===== config.mk =====
export PLATFORM = sky130hd
export DESIGN_NAME = memory_delay_tank
export DESIGN_NICKNAME = d
export VERILOG_FILES = /design/src/rtl/edsac_mem_pkg.sv /design/src/rtl/delay_line.sv /design/src/rtl/memory_delay_tank.sv
export SDC_FILE = /design/constraint.sdc
export NUM_CORES = 1
export LEC_CHECK = 0
export CAP_MARGIN = 20
export CORE_MARGIN = 2
export CORE_UTILIZATION = 64
export DETAILED_ROUTE_END_ITERATION = 12
export PLACE_DENSITY = 0.81
export SLEW_MARGIN = 20
export SYNTH_ARGS = -nofsm -noshare
export SYNTH_HDL_FRONTEND = slang
export SYNTH_SLANG_ARGS = --single-unit

===== constraint.sdc =====
create_clock -name r1_clk -period 2.9 [get_ports r1_clk]
set_input_delay 0.58 -clock r1_clk [delete_from_list [all_inputs] [get_ports r1_clk]]
set_output_delay 0.58 -clock r1_clk [all_outputs]
set_load 0.01 [all_outputs]

===== src/rtl/edsac_mem_pkg.sv =====
// Shared constants for the EDSAC mercury delay-line store.
//   EDSAC_WORD_BITS  : pulse positions per minor cycle (17 data bits + 1 gap)
//   EDSAC_TANK_WORDS : short words circulating in one tank
//   in_long_pair()   : long-word pairing rule; a long word occupies the
//                      even/odd slot pair sharing all address bits but bit 0
package edsac_mem_pkg;

    localparam int EDSAC_WORD_BITS       = 18;
    localparam int EDSAC_TANK_WORDS      = 32;
    localparam int EDSAC_LONG_PAIR_SHIFT = 1;

    function automatic logic in_long_pair(input int unsigned pos, input int unsigned addr);
        return (pos >> EDSAC_LONG_PAIR_SHIFT) == (addr >> EDSAC_LONG_PAIR_SHIFT);
    endfunction

endpackage


===== src/rtl/delay_line.sv =====
// Shift store modelling the mercury column: DEPTH stages, one per clock.
// Ports:
//   r1_clk : pulse clock
//   r1_rst : synchronous active-high reset, clears every stage
//   d      : bit entering the line
//   q      : bit emerging from the last stage (combinational from the stage)
module delay_line #(
    parameter int DEPTH = 576
) (
    input  logic r1_clk,
    input  logic r1_rst,
    input  logic d,
    output logic q
);

    logic [DEPTH-1:0] stages;

    always_ff @(posedge r1_clk) begin
        if (r1_rst) begin
            stages <= '0;
        end else begin
            stages <= {stages[DEPTH-2:0], d};
        end
    end

    assign q = stages[DEPTH-1];

endmodule


===== src/rtl/memory_delay_tank.sv =====
// One EDSAC memory tank: a recirculating delay line with pulse/minor-cycle
// timing, slot selection and write/clear/read gating.
// Ports:
//   r1_clk, r1_rst     : pulse clock, synchronous active-high reset
//   r1_mib             : serial input bit
//   r1_addr, r1_long   : selected slot (or slot pair in long mode)
//   r1_t_clr/in/out    : clear, write and read gates for the selected slot
//   r1_mob             : registered gated readout
//   monitor            : registered copy of every emerging bit
//   r1_bit_pos         : current pulse position within the minor cycle
//   r1_word_pos        : current minor cycle (slot) number
//   r1_sel             : current position lies in the selected slot
module memory_delay_tank
    import edsac_mem_pkg::*;
#(
    parameter int WORD_BITS = EDSAC_WORD_BITS,
    parameter int N_WORDS   = EDSAC_TANK_WORDS,
    parameter int ADDR_W    = $clog2(N_WORDS)
) (
    input  logic                         r1_clk,
    input  logic                         r1_rst,
    input  logic                         r1_mib,
    input  logic [ADDR_W-1:0]            r1_addr,
    input  logic                         r1_long,
    input  logic                         r1_t_clr,
    input  logic                         r1_t_in,
    input  logic                         r1_t_out,
    output logic                         r1_mob,
    output logic                         monitor,
    output logic [$clog2(WORD_BITS)-1:0] r1_bit_pos,
    output logic [ADDR_W-1:0]            r1_word_pos,
    output logic                         r1_sel
);

    localparam int BIT_W = $clog2(WORD_BITS);
    localparam int DEPTH = N_WORDS * WORD_BITS;

    localparam logic [BIT_W-1:0]  LAST_BIT  = BIT_W'(WORD_BITS - 1);
    localparam logic [ADDR_W-1:0] LAST_WORD = ADDR_W'(N_WORDS - 1);

    logic emerging;
    logic line_d;

    delay_line #(
        .DEPTH (DEPTH)
    ) u_line (
        .r1_clk (r1_clk),
        .r1_rst (r1_rst),
        .d      (line_d),
        .q      (emerging)
    );

    // Address and mode are used live, never registered, so a change is seen
    // at the very next pulse position.
    always_comb begin
        r1_sel = (r1_word_pos == r1_addr) ||
                 (r1_long && in_long_pair(32'(r1_word_pos), 32'(r1_addr)));
    end

    // Write beats clear; with neither gate active the emerging bit recirculates.
    always_comb begin
        line_d = emerging;
        if (r1_sel && r1_t_in) begin
            line_d = r1_mib;
        end else if (r1_sel && r1_t_clr) begin
            line_d = 1'b0;
        end
    end

    always_ff @(posedge r1_clk) begin
        if (r1_rst) begin
            r1_bit_pos  <= '0;
            r1_word_pos <= '0;
        end else if (r1_bit_pos == LAST_BIT) begin
            r1_bit_pos  <= '0;
            r1_word_pos <= (r1_word_pos == LAST_WORD) ? '0 : r1_word_pos + ADDR_W'(1);
        end else begin
            r1_bit_pos  <= r1_bit_pos + BIT_W'(1);
        end
    end

    always_ff @(posedge r1_clk) begin
        if (r1_rst) begin
            r1_mob  <= 1'b0;
            monitor <= 1'b0;
        end else begin
            r1_mob  <= emerging & r1_sel & r1_t_out;
            monitor <= emerging;
        end
    end

endmodule


==> results_dict.tcl, run 1 <==
set metrics [dict create \
    clockBufferDepth 3 \
    min_to "u_line.stages[457]$_SDFF_PP0_" \
    drv_slew 0 \
    clk_pin_slew_ps 60 \
    power_frac_seq_pct 54.1 \
    power_frac_comb_pct 1.2 \
    dieArea_sq_um 26200 \
    htreeDepth 2 \
    drv_cap 0 \
    cts_resized 0 \
    rrSetupSlack_ps 1160 \
    synth_fp_nets 1294 \
    ys_seq_area_share_pct 73.8 \
    p_int_mw 12.0 \
    endpoint_kind "output port" \
    num_antenna_cells 0 \
    port_buffers 24 \
    grt_max_degree 97 \
    clkPwrFrac_pct 44.8 \
    root_buffer "clkbuf_16" \
    period_minus_slack_ps 2580 \
    place.gp.congestion 0.696 \
    vias 7422 \
    grt_pass1_wl_mm 34.9 \
    drtIter0Drc 354 \
    yosysUniqueCellTypes 24 \
    r2r-end "r1_word_pos[3]$_SDFFE_PP0P_" \
    die_y_um 162 \
    synth_edf_count 0 \
    p_per_area_nw_per_um2 821 \
    synth_top_area_share_pct 73.8 \
    ctsHoldBuffers 0 \
    seq_area_sq_um 11800 \
    peakVddDrop_v 0.000651 \
    fin_nets 1316 \
    swShare_pct 19.5 \
    antenna_found_initial 0 \
    worstSetupPathType "in2out" \
    grt_pass1_vias 7387 \
    drive_gt1_share_pct 7.01 \
    syn_to_final_growth_pct 14.2 \
    holdWs_ps 423 \
    outcome "finished, final reports clean" \
    synth_ff_type "dfxtp_1" \
    setup_viol 0 \
    async_reset_ff_share_pct 0 \
    synth_area_leaders "dfxtp_1, nor2b_1, clkbuf_1, xnor2_1, ha_1" \
    finalWirelength_mm 19.9 \
    postLayoutCellArea_sq_um 18200 \
    period_share_pct 89.1 \
    syn_area_sq_um 15900 \
    p_sw_mw 2.91 \
    avgRoutedWirePerCell_um 11.9 \
    cts_tree "yes" \
    yosysWarningCount 0 \
    ys_ff_latch 588 \
    die_x_um 162 \
    clkLatencyLatePin_ps 550 \
    hold_depth 1 \
    finalHoldViolCount 0 \
    rsz0062_at_grt "false" \
    postPlaceCellArea_sq_um 16500 \
    core_area_sq_um 24400 \
    syn_inst 1278 \
    maxSlewHeadroom_pct 71.3 \
    power.leakage_nw 7.19 \
    fin_setup_tns_ps 0 \
    drtPass1Iterations 4 \
    drt-vias-per-instance 4.46 \
    max_freq_ghz 0.387 \
    initial_utilization_pct 65.4 \
    max_slew.worst_pin.slew_ps 431 \
    worstHoldStart "u_line.stages[456]$_SDFF_PP0_" \
    postCtsSetupBuffers 0 \
    skew_ps 15.0 \
    cts_sinks 588 \
    grt.total_usage_pct 15.8 \
    ios 25 \
    r2r_start "r1_word_pos[0]$_SDFFE_PP0P_" \
    grt_overflow 0 \
    worstPathRequired_ps 2320 \
    synth_top_area_cell "dfxtp_1" \
    std_cell_rows 57 \
    rr_worst_depth 5 \
    crit_path_start_kind "input port" \
    fillers 1504 \
    syn_area_per_cell_sq_um 12.5 \
    crit_path_max_fanout 3 \
    hpwlAfterDp_mm 9.69 \
    multi_input_area_sq_um 3920 \
    drc 0 \
    ant_nets 0 \
    hold_class "reg2reg" \
    cts_made_buffers 52 \
    worstPathArrival_ps 2000 \
]
==> cell usage after synthesis (all sizes together), types with 2 or more instances <==
master    n
o21ai     3
nor2b   576
and3      2
xnor2     6
nand3     3
xor2      2
a21oi     3
nand2     2
dfxtp   588
clkbuf   65
mux2i     2
nor2     11
ha        4
==> sequential cells by signal, summed over array words and instances, names as in the netlist <==
name           cells
r1_mob             1
monitor            1
r1_word_pos        5
u_line.stages    576
r1_bit_pos         5
==> cell usage in the layout (no fill, tap or decap), types with 2 or more instances in the layout <==
master / count
buf_12: 6
and3_1: 2
xnor2_1: 6
nor2b_1: 576
nor2_1: 11
buf_4: 4
clkinv_2: 12
nand2_1: 2
clkbuf_1: 12
mux2i_1: 2
inv_6: 3
o21ai_0: 3
clkbuf_8: 11
a21oi_1: 3
bufinv_16: 3
ha_1: 4
dfxtp_1: 588
nand3_1: 3
xor2_1: 2
clkbuf_16: 53
clkdlybuf4s50_1: 23
==> per-stage QoR <==
stage / utilization [%] / setup WS, ps / cells / total power, mW
2_1_floorplan: - / 1220 / 1278 / 8.38
3_3_place_gp: 67.6 / 327 / 1570 / 8.44
5_1_grt: 74.6 / 243 / 1665 / 15.4
3_5_place_dp: 67.6 / 306 / 1570 / 8.44
4_1_cts: 74.6 / 303 / 1665 / 15.1
6_report: 74.6 / 317 / 1665 / 14.9
==> power groups by stage <==
stage               Clock, mW  Combinational, mW  Sequential, mW
floorplan                   0              0.118            8.26
global placement            0              0.173            8.26
detailed placement          0              0.176            8.26
CTS                      6.83              0.177            8.08
global route             7.15              0.194            8.08
finish                   6.69              0.173            8.08
==> cell type report <==
| cell class | instances | share of cell area, % |
|---|---|---|
| Clock buffer | 76 | 8.37 |
| Clock inverter | 19 | 1.01 |
| Inverter | 1 | 0.0206 |
| Multi-Input combinational cell | 623 | 21.5 |
| Sequential cell | 588 | 64.7 |
| Tap cell | 324 | 2.23 |
| Timing Repair Buffer | 34 | 2.17 |
==> how the worst max path moves through the flow <==
stage                                     start                           to  slack, ps  cells past startpoint
global placement                     r1_addr[3]                       r1_sel        330                      5
detailed placement                   r1_addr[3]                       r1_sel        310                      5
CTS                                  r1_addr[3]                       r1_sel        300                      5
floorplan           r1_word_pos[0]$_SDFFE_PP0P_  r1_word_pos[3]$_SDFFE_PP0P_       1220                      5
finish                               r1_addr[3]                       r1_sel        320                      5
global route        r1_word_pos[0]$_SDFFE_PP0P_                       r1_sel        240                      4
==> cells by family after synthesis <==
group                    count (synthesis)  synth area share, %
flip-flops                             588                 73.8
AND/OR/NAND/NOR                        600                 23.4
buffers and inverters                   67                 1.59
multiplexers                             2                0.126
AO/OA/AOI/OAI                            9                0.322
adder cells (fa/ha/maj)                  4                0.314
XOR/XNOR                                 8                0.440
==> per-layer routing <==
layer	routed length (um)	track usage [%]	up-vias
li1	-	-	3898
met1	10600	23.3	3425
met2	8280	23.3	56
met3	578	3.45	43
met4	434	5.15	0
met5	0	0	-
==> worst max-delay path: stages <==
cell and delay, ps:
clkdlybuf4s50_1 470, xnor2_1 110, o211ai_1 140, nor2_1 150, clkdlybuf4s50_1 550
Note: power is estimated with default switching activity, not from simulation.
==> inputs of run 2 (changes only) <==
Settings changed: CTS_CLUSTER_SIZE set to 8, SLEW_MARGIN 20 to not set.
==> run 2 against run 1 <==
- critical path type unchanged
- die area did not move
- maximum frequency barely moved
- combinational power barely moved
- power rose by 11%
- non-clock buffer count did not move
- flip-flop and latch count did not move
- register-to-register slack got worse by 30 ps
- clock-buffer cell count rose by 10
==> results_dict.tcl, run 2 (synthesized netlist as in run 1, its figures left out) <==
set metrics [dict create \
    outcome "finished, final reports clean" \
    max_slew.worst_pin.slew_ps 417 \
    die_y_um 162 \
    crit_path_max_fanout 3 \
    ant_nets 0 \
    p_int_mw 13.4 \
    avgRoutedWirePerCell_um 13.1 \
    drt-vias-per-instance 4.58 \
    drtIter0Drc 404 \
    postCtsSetupBuffers 0 \
    finalNonFillerCells 1661 \
    core_area_sq_um 24400 \
    clkPwrFrac_pct 50.1 \
    maxSlewHeadroom_pct 72.2 \
    place.gp.congestion 0.696 \
    power_frac_comb_pct 1.0 \
    rr_worst_depth 5 \
    worstPathRequired_ps 2320 \
    fillers 1401 \
    ios 25 \
    critPathLaunch "r1_addr[3]" \
    p_per_area_nw_per_um2 887 \
    endpoint_kind "output port" \
    drtPass1Iterations 4 \
    largest_reg_flops 576 \
    fin_setup_tns_ps 0 \
    r2r_start "r1_word_pos[0]$_SDFFE_PP0P_" \
    worstSetupPathType "in2out" \
    power_frac_seq_pct 48.8 \
    vias 7600 \
    drc 0 \
    final_cell_mix "dfxtp_1, nor2b_1, clkbuf_16" \
    swShare_pct 19.2 \
    peakVddDrop_v 0.000538 \
    crit_path_start_kind "input port" \
    top_register "u_line.stages" \
    syn_to_final_growth_pct 17.5 \
    reg.largest.list "u_line.stages: 576 flops, r1_bit_pos: 5 flops, r1_word_pos: 5 flops" \
    cts_resized 0 \
    drv_slew 0 \
    std_cell_rows 57 \
    hpwlAfterDp_mm 9.69 \
    grt_pass1_wl_mm 37.8 \
    initial_utilization_pct 65.4 \
    r2r-end "r1_word_pos[3]$_SDFFE_PP0P_" \
    clockBufferDepth 3 \
    fin_nets 1347 \
    cts_sinks 588 \
    mostFrequentLayoutCell "dfxtp_1" \
    power_mw 16.6 \
    finalWirelength_mm 21.8 \
    rsz0062_at_grt "false" \
    ctsHoldBuffers 0 \
    postPlaceCellArea_sq_um 16500 \
    antenna_found_initial 0 \
    die_x_um 162 \
    drv_cap 0 \
    grt_overflow 0 \
    cts_made_buffers 83 \
    htreeDepth 3 \
    drive_gt1_share_pct 7.63 \
    port_buffers 24 \
    setup.worst_path.end "r1_sel" \
    finalHoldViolCount 0 \
    dp.cells 1570 \
    period_share_pct 89.0 \
    cts_tree "yes" \
    clkLatencyLatePin_ps 560 \
    worstPathArrival_ps 2000 \
    root_buffer "clkbuf_16" \
    timing.final.ws_setup_ps 318 \
    rrSetupSlack_ps 1130 \
    power.leakage_nw 7.44 \
    dieArea_sq_um 26200 \
    period_minus_slack_ps 2580 \
    max_freq_ghz 0.387 \
    skew_ps 11.7 \
    num_antenna_cells 0 \
    grt_pass1_vias 8026 \
    grt.total_usage_pct 17.6 \
    post-place-ws_ps 306 \
    clk_pin_slew_ps 50 \
    setup_viol 0 \
    postLayoutCellArea_sq_um 18700 \
    hold_class "in2reg" \
    grt_max_degree 97 \
    p_sw_mw 3.20 \
]
==> run 2: critical path: stages <==
cell and delay, ps:
clkdlybuf4s50_1 470, xnor2_1 110, o211ai_1 140, nor2_1 140, clkdlybuf4s50_1 550
==> run 2: metal layers <==
| metal | vias to the layer above | GRT usage, % | part of all wire [%] |
|---|---|---|---|
| met2 | 91 | 26.5 | 44 |
| li1 | 3923 | - | - |
| met1 | 3527 | 23.9 | 50 |
| met4 | 0 | 8.29 | 2.7 |
| met3 | 59 | 4.39 | 3.3 |
| met5 | - | 0.189 | 0 |
==> run 2: how the worst min path moves through the flow <==
stage	startpoint	endpoint	slack (ps)	depth (start not counted)
after floorplan	u_line.stages[99]$_SDFF_PP0_	u_line.stages[100]$_SDFF_PP0_	410	1
after global placement	u_line.stages[571]$_SDFF_PP0_	u_line.stages[572]$_SDFF_PP0_	420	1
after detailed placement	u_line.stages[56]$_SDFF_PP0_	u_line.stages[57]$_SDFF_PP0_	420	1
after CTS	r1_rst	r1_word_pos[0]$_SDFFE_PP0P_	400	2
after global routing	r1_rst	u_line.stages[356]$_SDFF_PP0_	420	2
final	r1_rst	r1_word_pos[0]$_SDFFE_PP0P_	410	2
==> run 2: power groups by stage <==
stage               combinational [mW]  clock [mW]  sequential, mW
floorplan                        0.118           0            8.26
CTS                              0.176        8.49            8.11
detailed placement               0.176           0            8.26
global placement                 0.173           0            8.26
global route                     0.194        8.84            8.10
finish                           0.173        8.33            8.11
==> run 2: per-stage QoR <==
stage,util (%),hold WS [ps]
after floorplan,-,414
after global placement,67.6,416
after detailed placement,67.6,420
after CTS,76.8,399
after global routing,76.8,421
final,76.8,412
==> run 2: layout make-up <==
class,count,area (sq um),area share [%]
well taps,324,405,2.16
inverters,1,3.75,0.0200
repair buffers,34,395,2.11
flip-flops and latches,588,11800,62.8
clock inverters,5,83.8,0.448
clock buffers,86,2150,11.5
multi-input cells,623,3920,20.9
==> inputs of run 3 (changes only) <==
Settings changed: CAP_MARGIN 20 to not set, CELL_PAD_IN_SITES_DETAIL_PLACEMENT set to 0, CELL_PAD_IN_SITES_GLOBAL_PLACEMENT set to 1, CORE_UTILIZATION 64 to 54, PLACE_DENSITY 0.81 to not set, PLACE_DENSITY_LB_ADDON set to 0.1, SYNTH_HIERARCHICAL set to 1.
==> run 3 against run 2 <==
- sequential share of layout area is 1.1 points lower
- power is 0.22% lower
- critical path depth is 1 lower
- clock skew hardly changed
- hold slack better by 2.6 ps
- die area is 20% higher
- flip-flop and latch count stayed put
- largest cell class unchanged
- highest routed layer unchanged
==> results_dict.tcl, run 3 <==
set metrics [dict create \
    initial_utilization_pct 54.9 \
    clkLatencyLatePin_ps 560 \
    cts_sinks 588 \
    rr_worst_depth 5 \
    synth_fp_nets 1293 \
    synth_common_cells "dfxtp_1, nor2b_1, and2b_1" \
    min_to "r1_word_pos[0]$_SDFFE_PP0P_" \
    reg.largest.list "u_line/stages: 576 flops, r1_bit_pos: 5 flops, r1_word_pos: 5 flops" \
    grt_overflow 0 \
    worstSetupPathType "reg2out" \
    hold_class "in2reg" \
    drt-vias-per-instance 4.35 \
    core_area_sq_um 29600 \
    worstPathArrival_ps 2060 \
    synth_most_common_cell "dfxtp_1" \
    ios 25 \
    antenna_found_initial 0 \
    cp_cell_sequence "xnor2_1, o211ai_1, nor2_1, clkdlybuf4s50_1" \
    maxSlewHeadroom_pct 69.6 \
    synth_top_area_share_pct 72.3 \
    endpoint_kind "output port" \
    r2r_start "r1_word_pos[0]$_SDFFE_PP0P_" \
    vias 7497 \
    num_antenna_cells 0 \
    crit_path_max_incr_delay_ps 550 \
    syn_area_per_cell_sq_um 12.7 \
    ys_seq_area_share_pct 72.3 \
    setup_viol 0 \
    syn_area_sq_um 16300 \
    drv_slew 0 \
    skew_ps 11.6 \
    yosysWarningCount 6 \
    grt_max_degree 102 \
    fin_setup_tns_ps 0 \
    peakVddDrop_v 0.000521 \
    drc 0 \
    dieArea_sq_um 31500 \
    die_y_um 178 \
    power_mw 16.6 \
    grt_pass1_wl_mm 34.0 \
    period_minus_slack_ps 2640 \
    finalNonFillerCells 1724 \
    grt.total_usage_pct 12.8 \
    cts_made_buffers 83 \
    postCtsSetupBuffers 0 \
    p_per_area_nw_per_um2 869 \
    ctsHoldBuffers 0 \
    synth_area_leaders "dfxtp_1, nor2b_1, and2b_1, clkbuf_1, xnor2_1" \
    top_register "u_line/stages" \
    finalHoldViolCount 0 \
    async_reset_ff_share_pct 0 \
    syn_to_final_growth_pct 17.2 \
    crit_path_start_kind "flop" \
    port_buffers 24 \
    htreeDepth 3 \
    die_x_um 178 \
    critPathSlowestCell "clkdlybuf4s50_1" \
    worstHoldStart "r1_rst" \
    r2r-end "r1_word_pos[3]$_SDFFE_PP0P_" \
    largest_reg_flops 576 \
    ys_ff_latch 588 \
    outcome "finished, final reports clean" \
    cts_resized 0 \
    root_buffer "clkbuf_16" \
    syn_inst 1277 \
    std_cell_rows 63 \
    power.leakage_nw 8.40 \
    hpwlAfterDp_mm 8.24 \
    ant_nets 0 \
    fin_nets 1344 \
    synth_ff_type "dfxtp_1" \
    postLayoutCellArea_sq_um 19100 \
    drtPass1Iterations 4 \
    fillers 2306 \
    drtIter0Drc 235 \
    yosysUniqueCellTypes 26 \
    cts_tree "yes" \
    drive_gt1_share_pct 7.42 \
    rsz0062_at_grt "false" \
    max_freq_ghz 0.378 \
    final_cell_mix "dfxtp_1, nor2b_1, and2b_1" \
    dp.cells 1633 \
    place.gp.congestion 0.652 \
    finalWirelength_mm 18.7 \
    clk_pin_slew_ps 40 \
    rrSetupSlack_ps 1130 \
    clockBufferDepth 3 \
    synth_top_area_cell "dfxtp_1" \
    worstPathRequired_ps 2320 \
    grt_pass1_vias 7566 \
    mostFrequentLayoutCell "dfxtp_1" \
    postPlaceCellArea_sq_um 16800 \
    crit_path_max_fanout 7 \
    period_share_pct 91.1 \
    hold_depth 2 \
    max_slew.worst_pin.slew_ps 456 \
    synth_edf_count 0 \
    avgRoutedWirePerCell_um 10.8 \
    drv_cap 0 \
]
==> run 3: cell types whose count changed in the layout (fill, tap and decap cells not counted), sizes merged <==
cell / delta
and2b: +230
buf: -3
clkbuf: -2
inv: +2
nor2b: -229
o21ai: -1
o31ai: +1
or3: -1
==> run 3: metal layers <==
| layer | wire length [um] | GRT usage (%) | vias up |
|---|---|---|---|
| met1 | 10200 | 17.9 | 3445 |
| met4 | 418 | 6.59 | 0 |
| li1 | - | - | 3923 |
| met2 | 7400 | 17.7 | 90 |
| met3 | 673 | 3.75 | 39 |
| met5 | 0 | 0 | - |
==> run 3: final cells by class <==
class / count / area [sq um] / share of cell area [%]
inverter: 1 / 3.75 / 0.0197
sequential: 588 / 11800 / 61.7
multi-input combinational: 623 / 4210 / 22.1
timing repair buffer: 31 / 360 / 1.89
clock inverter: 7 / 138 / 0.722
clock buffer: 84 / 2100 / 11.0
tap: 390 / 488 / 2.56
==> run 3: critical path, delay by kind of cell, from the launching register on <==
kind	cells	cell delay (ps)
DFF	1	470
xor gates and xnor gates	1	160
and+or+nand+nor	1	170
AOI/OAI and AO/OA	1	160
buffers and inverters	1	550
==> run 3: cell families (layout without fill, tap and decap cells) <==
| family | count (synthesis) | in the layout | synth area share [%] |
|---|---|---|---|
| AND/OR/NAND/NOR | 600 | 600 | 24.7 |
| flip-flops | 588 | 588 | 72.3 |
| buffers and inverters | 66 | 123 | 1.80 |
| AO/OA/AOI/OAI | 9 | 9 | 0.331 |
| XOR/XNOR | 8 | 8 | 0.431 |
| adder cells (fa/ha/maj) | 4 | 4 | 0.308 |
| multiplexers | 2 | 2 | 0.123 |
==> run 3: worst max-delay path by stage <==
stage	end	cells past startpoint	slack, ps	start
floorplan	r1_word_pos[3]$_SDFFE_PP0P_	5	1220	r1_word_pos[0]$_SDFFE_PP0P_
global placement	r1_sel	5	260	r1_addr[3]
detailed placement	r1_sel	5	240	r1_addr[3]
CTS	r1_sel	4	220	r1_word_pos[0]$_SDFFE_PP0P_
global route	r1_sel	4	110	r1_word_pos[0]$_SDFFE_PP0P_
finish	r1_sel	4	260	r1_word_pos[0]$_SDFFE_PP0P_
==> run 3: power by group <==
group          internal, mW  switching, mW  total (mW)
clock network          5.19           3.08        8.27
registers              8.11        0.00449        8.11
logic                0.0755          0.115       0.190
==> run 3: stage by stage <==
| step | hold WS (ps) | setup WS [ps] | utilization (%) |
|---|---|---|---|
| finish | 415 | 257 | 64.3 |
| detailed placement | 418 | 236 | 56.8 |
| global placement | 413 | 261 | 56.8 |
| CTS | 402 | 220 | 64.3 |
| floorplan | 411 | 1220 | - |
| global route | 412 | 106 | 64.3 |
